## config.mk

```make
export PLATFORM = sky130hd
export DESIGN_NAME = truth_table_capture
export DESIGN_NICKNAME = d
export VERILOG_FILES = /design/src/rtl/truth_table_capture.sv
export SDC_FILE = /design/constraint.sdc
export NUM_CORES = 1
export LEC_CHECK = 0
export ABC_AREA = 1
export CAP_MARGIN = 20
export CORE_MARGIN = 5
export CORE_UTILIZATION = 60
export CTS_CLUSTER_SIZE = 10
export DETAILED_ROUTE_END_ITERATION = 12
export PLACE_DENSITY = 0.88
export SLEW_MARGIN = 20
export SYNTH_ARGS = -nofsm -noshare
export SYNTH_HDL_FRONTEND = slang
export SYNTH_SLANG_ARGS = --single-unit
```

## constraint.sdc

```tcl
create_clock -name clk -period 5.4 [get_ports clk]
set_clock_uncertainty 0.2 [all_clocks]
set_input_delay 0.54 -clock clk [delete_from_list [all_inputs] [get_ports clk]]
set_output_delay 0.54 -clock clk [all_outputs]
set_load 0.02 [all_outputs]
```

## src/rtl/truth_table_capture.sv

```systemverilog
// Captures one {A,B,C,D} -> {out1,out2,out3} sample per handshake into a 16-entry table,
// then checks it against the golden table. Optional TT_SIGNATURE_EN adds an 8-bit table signature.
module truth_table_capture #(
    parameter logic [47:0] EXPECT   = 48'o3270_1140_3220_1360,
    parameter int          LAST_IDX = 15
) (
    input  logic       clk,
    input  logic       rst_n,
    input  logic       start,
    input  logic       in_valid,
    output logic       in_ready,
    input  logic [3:0] in_idx,
    input  logic [2:0] in_out,
    input  logic       rd_en,
    input  logic [3:0] rd_idx,
    output logic [2:0] rd_data,
    output logic       rd_vld,
    output logic       busy,
    output logic       done,
    output logic       pass,
    output logic [4:0] mis_cnt,
    output logic [3:0] first_mis,
    output logic       dup_err,
    output logic [7:0] sig
);

    typedef enum logic [1:0] {S_IDLE, S_CAPTURE, S_CHECK, S_DONE} state_t;

    localparam logic [3:0] LAST = 4'(LAST_IDX);

    state_t      state, state_nxt;
    logic [2:0]  tbl [16];
    logic [15:0] mask;
    logic [3:0]  ptr;
    logic        mask_full;
    logic        xfer;

    function automatic logic [2:0] golden(input logic [3:0] i);
        return EXPECT[int'(i)*3 +: 3];
    endfunction

    assign mask_full = &mask[LAST_IDX:0];
    // start wins over a transfer presented in the same cycle
    assign xfer      = in_valid && in_ready && !start;

    always_ff @(posedge clk or negedge rst_n) begin
        if (!rst_n) state <= S_IDLE;
        else        state <= state_nxt;
    end

    always_comb begin
        state_nxt = state;
        if (start) begin
            state_nxt = S_CAPTURE;
        end else begin
            unique case (state)
                S_CAPTURE: if (mask_full)   state_nxt = S_CHECK;
                S_CHECK:   if (ptr == LAST) state_nxt = S_DONE;
                default:   ;
            endcase
        end
    end

    always_comb begin
        in_ready = 1'b0;
        busy     = 1'b0;
        done     = 1'b0;
        unique case (state)
            S_CAPTURE: begin in_ready = 1'b1; busy = 1'b1; end
            S_CHECK:   busy = 1'b1;
            S_DONE:    done = 1'b1;
            default:   ;
        endcase
        pass = done && (mis_cnt == 5'd0);
    end

    // Table storage: data only, visibility is governed by mask
    always_ff @(posedge clk) begin
        if (xfer) tbl[in_idx] <= in_out;
    end

    always_ff @(posedge clk or negedge rst_n) begin
        if (!rst_n) begin
            mask      <= '0;
            dup_err   <= 1'b0;
            ptr       <= '0;
            mis_cnt   <= '0;
            first_mis <= '0;
        end else if (start) begin
            mask      <= '0;
            dup_err   <= 1'b0;
            ptr       <= '0;
            mis_cnt   <= '0;
            first_mis <= '0;
        end else begin
            if (xfer) begin
                mask[in_idx] <= 1'b1;
                if (mask[in_idx]) dup_err <= 1'b1;
            end
            if (state == S_CAPTURE) ptr <= '0;
            if (state == S_CHECK) begin
                ptr <= ptr + 4'd1;
                if (tbl[ptr] != golden(ptr)) begin
                    mis_cnt <= mis_cnt + 5'd1;
                    if (mis_cnt == 5'd0) first_mis <= ptr;
                end
            end
        end
    end

    // Read port: registered, returns pre-write contents on a same-cycle collision
    always_ff @(posedge clk or negedge rst_n) begin
        if (!rst_n) begin
            rd_data <= '0;
            rd_vld  <= 1'b0;
        end else begin
            rd_vld <= rd_en;
            if (rd_en) rd_data <= mask[rd_idx] ? tbl[rd_idx] : 3'd0;
        end
    end

`ifdef TT_SIGNATURE_EN
    logic [7:0] sig_q;

    function automatic logic [7:0] sig_step(input logic [7:0] s, input logic [2:0] e);
        return {s[6:0], 1'b0} ^ (s[7] ? 8'h07 : 8'h00) ^ {5'b0, e};
    endfunction

    always_ff @(posedge clk or negedge rst_n) begin
        if (!rst_n)                 sig_q <= '0;
        else if (start)             sig_q <= 8'hFF;
        else if (state == S_CHECK)  sig_q <= sig_step(sig_q, tbl[ptr]);
    end

    assign sig = sig_q;
`else
    assign sig = 8'h00;
`endif

endmodule

```

==> flow_summary.json, run 1 <==
{
  "worst-path-max-fanout": 17,
  "crit_type": "input pin to flop",
  "ys_warn_count": 0,
  "wl_mm": 11.2,
  "crit_arrival_ns": 2.91,
  "outcome": "complete, no violations",
  "start_util_pct": 61.1,
  "synth_edf_count": 48,
  "n_antenna_cell": 0,
  "clock-sinks": 84,
  "ys_top_cells_by_count": "113 x nand2_1, 89 x inv_1, 56 x nand3_1, 48 x edfxtp_1, 45 x nor2_1",
  "clk_pin_slew_worst_paths_ns": 0.08,
  "post-route-period-util_pct": 52.6,
  "rsz0062_at_grt": "false",
  "postCtsSetupRepairBufs": 0,
  "synthTopCellsByArea": "edfxtp_1 31%, dfrtp_1 19%, nand2_1 9.1%",
  "max_freq_ghz": 0.352,
  "fillers": 612,
  "drt_iter0_markers": 543,
  "r2r_end": "first_mis[0]",
  "hpwlAfterDp_mm": 7.83,
  "synth_seq_area_share_pct": 50.2,
  "synth-xor-area-share_pct": 0.188,
  "reg2reg_depth": 10,
  "end_kind": "flop",
  "slew_headroom_pct": 42.5,
  "cts_resized": 0,
  "finalCriticalPeriod_ns": 2.84,
  "synth_top_family_by_area": "simple AND/OR/NAND/NOR gates",
  "cp-start-kind": "input pin",
  "grt_pass1_wl_mm": 18.5,
  "synth_adder_area_share_pct": 2.14,
  "gp_congestion": 0.993,
  "via_count": 4016,
  "ys_ff_latch": 84,
  "fin_ws_ns": 2.56,
  "p_per_area_nw_per_um2": 294,
  "die_h_um": 98.2,
  "peakVddDrop_v": 0.000174,
  "die-area_sq_um": 9650,
  "timing.rr.start": "ptr[1]",
  "yosysTopAreaCell": "edfxtp_1",
  "max_stage_delay_ns": 0.96,
  "maxCapViolCount": 0,
  "hold_viol": 0,
  "numCtsBuffers": 9,
  "setup_viol": 0,
  "cp_data_required_time_ns": 5.47,
  "first_pass_iters": 6,
  "hold_start": "first_mis[3]",
  "place_ws_ns": 2.30,
  "synthSimpleGateAreaFrac_pct": 21.8,
  "ant_nets": 0,
  "yosysMostFrequentCell": "nand2_1",
  "synthMuxAreaShare_pct": 0,
  "routedWlPerCell_um": 16.0,
  "yosys.area.top_type_share_pct": 30.9,
  "synth_area_sq_um": 4670,
  "tightest_slew_ns": 0.860,
  "leakagePower_nw": 2.23,
  "area_delta_synth_final_pct": 9.83,
  "crit_chain": "clkdlybuf4s50_1, inv_1, a21oi_1, o21ai_0, nand3_1, nand3_1, nand2_1, nand2_1, o22ai_1",
  "nets": 613,
  "synthArstFlopShare_pct": 42.9,
  "ff2ff_setup_slack_ns": 2.59,
  "tritoncts": "yes",
  "cts_buffer_depth": 2,
  "synth-compound-area-share_pct": 13.5,
  "hold_path_class": "flop to flop",
  "cts_hold_buf": 0,
  "synth_cell_type_count": 31,
  "instances_no_fill": 696,
  "power_mw": 1.51,
  "timing.setup.tns_ns": 0,
  "dpl.cell_count": 680,
  "clkLatencyLatePin_ns": 0.36,
  "drive_gt1_share_pct": 5.05,
  "grt-ovfl-total": 0,
  "grt_pass1_vias": 3764,
  "grt_max_degree": 37,
  "syn_inst": 568,
  "coreArea_sq_um": 7650,
  "crit_slowest_cell": "clkdlybuf4s50_1",
  "die_w_um": 98.2,
  "hold_path_end": "first_mis[3]",
  "root_buffer": "clkbuf_8",
  "min_path_cells": 2,
  "viasPerCell": 5.77,
  "avgSynthCellArea_sq_um": 8.22,
  "place.port_buffers": 33,
  "slew_viol_final": 0,
  "remaining_drc_errors": 0,
  "antenna_found_initial": 0,
  "cts_max_level": 3,
  "io_pins": 42,
  "holdWs_ns": 0.274,
  "path_buf_inv": 2,
  "grt_usage_pct": 23.9,
  "row_count": 32,
  "cp_top_family": "buffers and inverters",
  "synth_top_flop_cell": "edfxtp_1"
}
[how the worst max path moves through the flow]
stage / start / to / slack [ns] / cells after the start
after floorplan: ptr[0] / mis_cnt[2] / 3.42 / 13
after global placement: rd_idx[1] / rd_data[1] / 2.37 / 9
after detailed placement: rd_idx[1] / rd_data[0] / 2.30 / 9
after CTS: rd_idx[1] / rd_data[0] / 2.66 / 9
after global routing: ptr[1] / mis_cnt[4] / 2.36 / 11
final: rd_idx[1] / rd_data[0] / 2.56 / 9
[per-layer routing]
metal	track usage, %	routed length, um
met2	38.2	5280
met4	7.35	157
met3	4.43	1070
met5	0	0
met1	33.6	4660
[registers in the layout, indices dropped and copies added (netlist names)]
name	flops
tbl	48
mask	16
mis_cnt	5
first_mis	4
ptr	4
rd_data	3
state	2
dup_err	1
rd_vld	1
[cells by family after synthesis]
group | count (synthesis)
xor gates and xnor gates | 1
other | 1
and+or+nand+nor | 234
DFF | 84
buffers and inverters | 127
AOI/OAI and AO/OA | 113
adders and majority gates | 8
[through the flow]
| step | cell area [sq um] | util, % |
|---|---|---|
| finish | 5130 | 67.1 |
| global route | 5130 | 67.1 |
| CTS | 5130 | 67.1 |
| detailed placement | 4960 | 64.9 |
| global placement | 4960 | 64.9 |
| floorplan | 4700 | - |
[layout by cell type, fill, tap and decap left out, drive strengths merged, types with 10 or more instances in the layout]
| master | netlist | layout |
|---|---|---|
| nand2 | 115 | 115 |
| edfxtp | 48 | 48 |
| inv | 94 | 95 |
| nor2 | 47 | 47 |
| a21oi | 35 | 35 |
| nand3 | 58 | 58 |
| o22ai | 21 | 21 |
| o21ai | 43 | 43 |
| clkbuf | 12 | 10 |
| dfrtp | 36 | 36 |
| clkdlybuf4s50 | 0 | 33 |
[worst min-delay path, stage by stage, from the launching register on]
cell,delay (ns)
dfrtp_1,0.35
nand2_1,0.05
nand2_1,0.05
[cell type report]
cell class / instances / area [sq um] / share of cell area (%)
Inverter: 94 / 355 / 6.93
Multi-Input combinational cell: 364 / 1780 / 34.8
Timing Repair Buffer: 36 / 353 / 6.88
Sequential cell: 84 / 2340 / 45.7
Clock inverter: 6 / 40.0 / 0.781
Tap cell: 102 / 128 / 2.49
Clock buffer: 10 / 128 / 2.49
[where the power goes]
part	switching (mW)	internal, mW	total [mW]
Clock	0.228	0.167	0.394
Sequential	0.0202	0.701	0.721
Combinational	0.259	0.133	0.392
Total	0.507	1.00	1.51
No activity file was read; power rests on OpenSTA's default activity.
==> run 2, diff against run 1 <==
--- a/config.mk
+++ b/config.mk
@@ -8,10 +8,10 @@
 export ABC_AREA = 1
 export CAP_MARGIN = 20
 export CORE_MARGIN = 5
-export CORE_UTILIZATION = 60
+export CORE_UTILIZATION = 58
 export CTS_CLUSTER_SIZE = 10
 export DETAILED_ROUTE_END_ITERATION = 12
-export PLACE_DENSITY = 0.88
+export PLACE_DENSITY = 0.85
 export SLEW_MARGIN = 20
 export SYNTH_ARGS = -nofsm -noshare
 export SYNTH_HDL_FRONTEND = slang
==> constraint.sdc (replaced) <==
create_clock -name clk -period 2.8 [get_ports clk]
set_clock_uncertainty 0.2 [all_clocks]
set_input_delay 0.28 -clock clk [delete_from_list [all_inputs] [get_ports clk]]
set_output_delay 0.28 -clock clk [all_outputs]
set_load 0.02 [all_outputs]
==> run 2 against run 1 <==
Against the previous run:
- clock-buffer cell count is the same
- clock power up 120%
- via count fell by 0.40%
- sequential share of layout area decreased by 0.73 points
- critical path type is now flop to primary output
==> flow_summary.json, run 2 (synthesis results as in run 1) <==
{
  "antenna_found_initial": 0,
  "final_cell_mix": "113 x nand2_1, 89 x inv_1, 56 x nand3_1, 48 x edfxtp_1, 45 x nor2_1",
  "cts_buffer_depth": 2,
  "grt-ovfl-total": 0,
  "finalCriticalPeriod_ns": 2.37,
  "numCtsBuffers": 9,
  "die_w_um": 99.7,
  "clkLatencyLatePin_ns": 0.36,
  "met1_usage_pct": 33.3,
  "pwr-share-clk_pct": 29.0,
  "fillers": 647,
  "root_buffer": "clkbuf_8",
  "top_regs": "tbl x48, mask x16, mis_cnt x5",
  "worst-path-max-fanout": 5,
  "grt_pass1_wl_mm": 18.4,
  "leakagePower_nw": 2.28,
  "tritoncts": "yes",
  "cp_data_required_time_ns": 2.32,
  "pwr-share-comb_pct": 25.0,
  "viasPerCell": 5.69,
  "final_common_cell": "nand2_1",
  "grt_usage_pct": 23.6,
  "maxCapViolCount": 0,
  "grt_max_degree": 37,
  "p_sw_share_pct": 32.3,
  "drt_iter0_markers": 557,
  "die-area_sq_um": 9950,
  "seq_area_sq_um": 2340,
  "area_delta_synth_final_pct": 11.6,
  "crit_type": "flop to primary output",
  "coreArea_sq_um": 7770,
  "routedWlPerCell_um": 16.0,
  "start_util_pct": 60.1,
  "cp-start-kind": "flop",
  "nets": 620,
  "timing.rr.start": "state[1]",
  "p_seq_share_pct": 46.0,
  "slew_viol_final": 0,
  "postCtsSetupRepairBufs": 0,
  "n_antenna_cell": 0,
  "row_count": 32,
  "dpl.cell_count": 687,
  "grt_pass1_vias": 3639,
  "largest-register": "tbl",
  "cts_max_level": 3,
  "peakVddDrop_v": 0.000357,
  "max_freq_ghz": 0.422,
  "netSwitchingPower_uw": 973,
  "rsz0062_at_grt": "false",
  "r2r_end": "tbl[11][2]",
  "post-route-period-util_pct": 84.5,
  "top_usage_layer": "met2",
  "instances_no_fill": 703,
  "setup_viol": 0,
  "via_count": 4000,
  "cts_resized": 0,
  "intPower_mw": 2.04,
  "clk_pin_slew_worst_paths_ns": 0.09,
  "hpwlAfterDp_mm": 8.17,
  "ff2ff_setup_slack_ns": 0.56,
  "die_h_um": 99.7,
  "tightest_slew_ns": 0.588,
  "reg2reg_depth": 6,
  "p_per_area_nw_per_um2": 578,
  "place.port_buffers": 33,
  "remaining_drc_errors": 0,
  "end_kind": "primary output",
  "grt_use_met3_pct": 5.47,
  "ant_nets": 0,
  "crit_arrival_ns": 1.89,
  "use_met2_pct": 36.0,
  "multi_input_area_sq_um": 1780,
  "drive_gt1_share_pct": 6.16,
  "wl_mm": 11.3,
  "hold_path_class": "input pin to asynchronous set/reset pin",
  "largest_reg_flops": 48,
  "clock-sinks": 84,
  "slew_headroom_pct": 60.7,
  "timing.setup.tns_ns": 0,
  "outcome": "complete, no violations",
  "first_pass_iters": 6,
  "hold_viol": 0,
  "cts_hold_buf": 0,
  "gp_congestion": 0.947,
  "io_pins": 42
}
[run 2: changes by cell type in the layout (fill, tap and decap cells not counted)]
cell	before	now
clkinv_4	1	0
clkinv_2	2	0
clkinvlp_4	1	2
buf_4	3	10
clkinvlp_2	1	0
inv_6	1	3
bufinv_16	0	1
[run 2: how the worst max path moves through the flow]
stage	from	end	slack, ns	cells past startpoint
2_1_floorplan	ptr[0]	mis_cnt[2]	0.82	13
3_3_place_gp	in_valid	tbl[7][0]	0.54	5
3_5_place_dp	in_valid	tbl[11][1]	0.50	5
4_1_cts	mis_cnt[0]	pass	0.42	5
5_1_grt	mis_cnt[0]	pass	0.34	5
6_report	mis_cnt[0]	pass	0.43	5
[run 2: critical path: stages, from the launching register on]
cell             delay, ns
dfrtp_1               0.43
inv_1                 0.12
ha_1                  0.15
nand4_1               0.12
nor2_1                0.10
clkdlybuf4s50_1       0.61
[run 2: through the flow]
step / power (mW) / worst slack [ns] / instance area, sq um / utilization, % / hold WS [ns]
3_5_place_dp: 2.16 / 0.498 / 5010 / 64.5 / 0.263
2_1_floorplan: 1.96 / 0.824 / 4700 / - / -0.216
6_report: 3.01 / 0.433 / 5210 / 67.1 / 0.146
5_1_grt: 3.18 / 0.340 / 5210 / 67.1 / 0.179
3_3_place_gp: 2.14 / 0.545 / 5010 / 64.5 / 0.257
4_1_cts: 3.03 / 0.417 / 5210 / 67.1 / 0.147
[run 2: cell type report]
class                   instances  area share (%)
well taps                     102            2.45
clock inverters                 6            1.37
clock buffers                  10            2.45
flip-flops and latches         84            44.9
inverters                      94            6.82
multi-input cells             364            34.2
repair buffers                 43            7.78
[run 2: power groups by stage]
stage,Clock [mW],Sequential (mW),Combinational (mW)
global route,0.941,1.40,0.841
CTS,0.890,1.39,0.750
detailed placement,0,1.41,0.747
floorplan,0,1.43,0.534
global placement,0,1.41,0.731
finish,0.875,1.39,0.753
[run 2: metal layers]
layer,routed length (um),part of all wire [%]
met5,0,0
met4,244,2.2
met3,1240,11
met2,5110,45
met1,4650,41
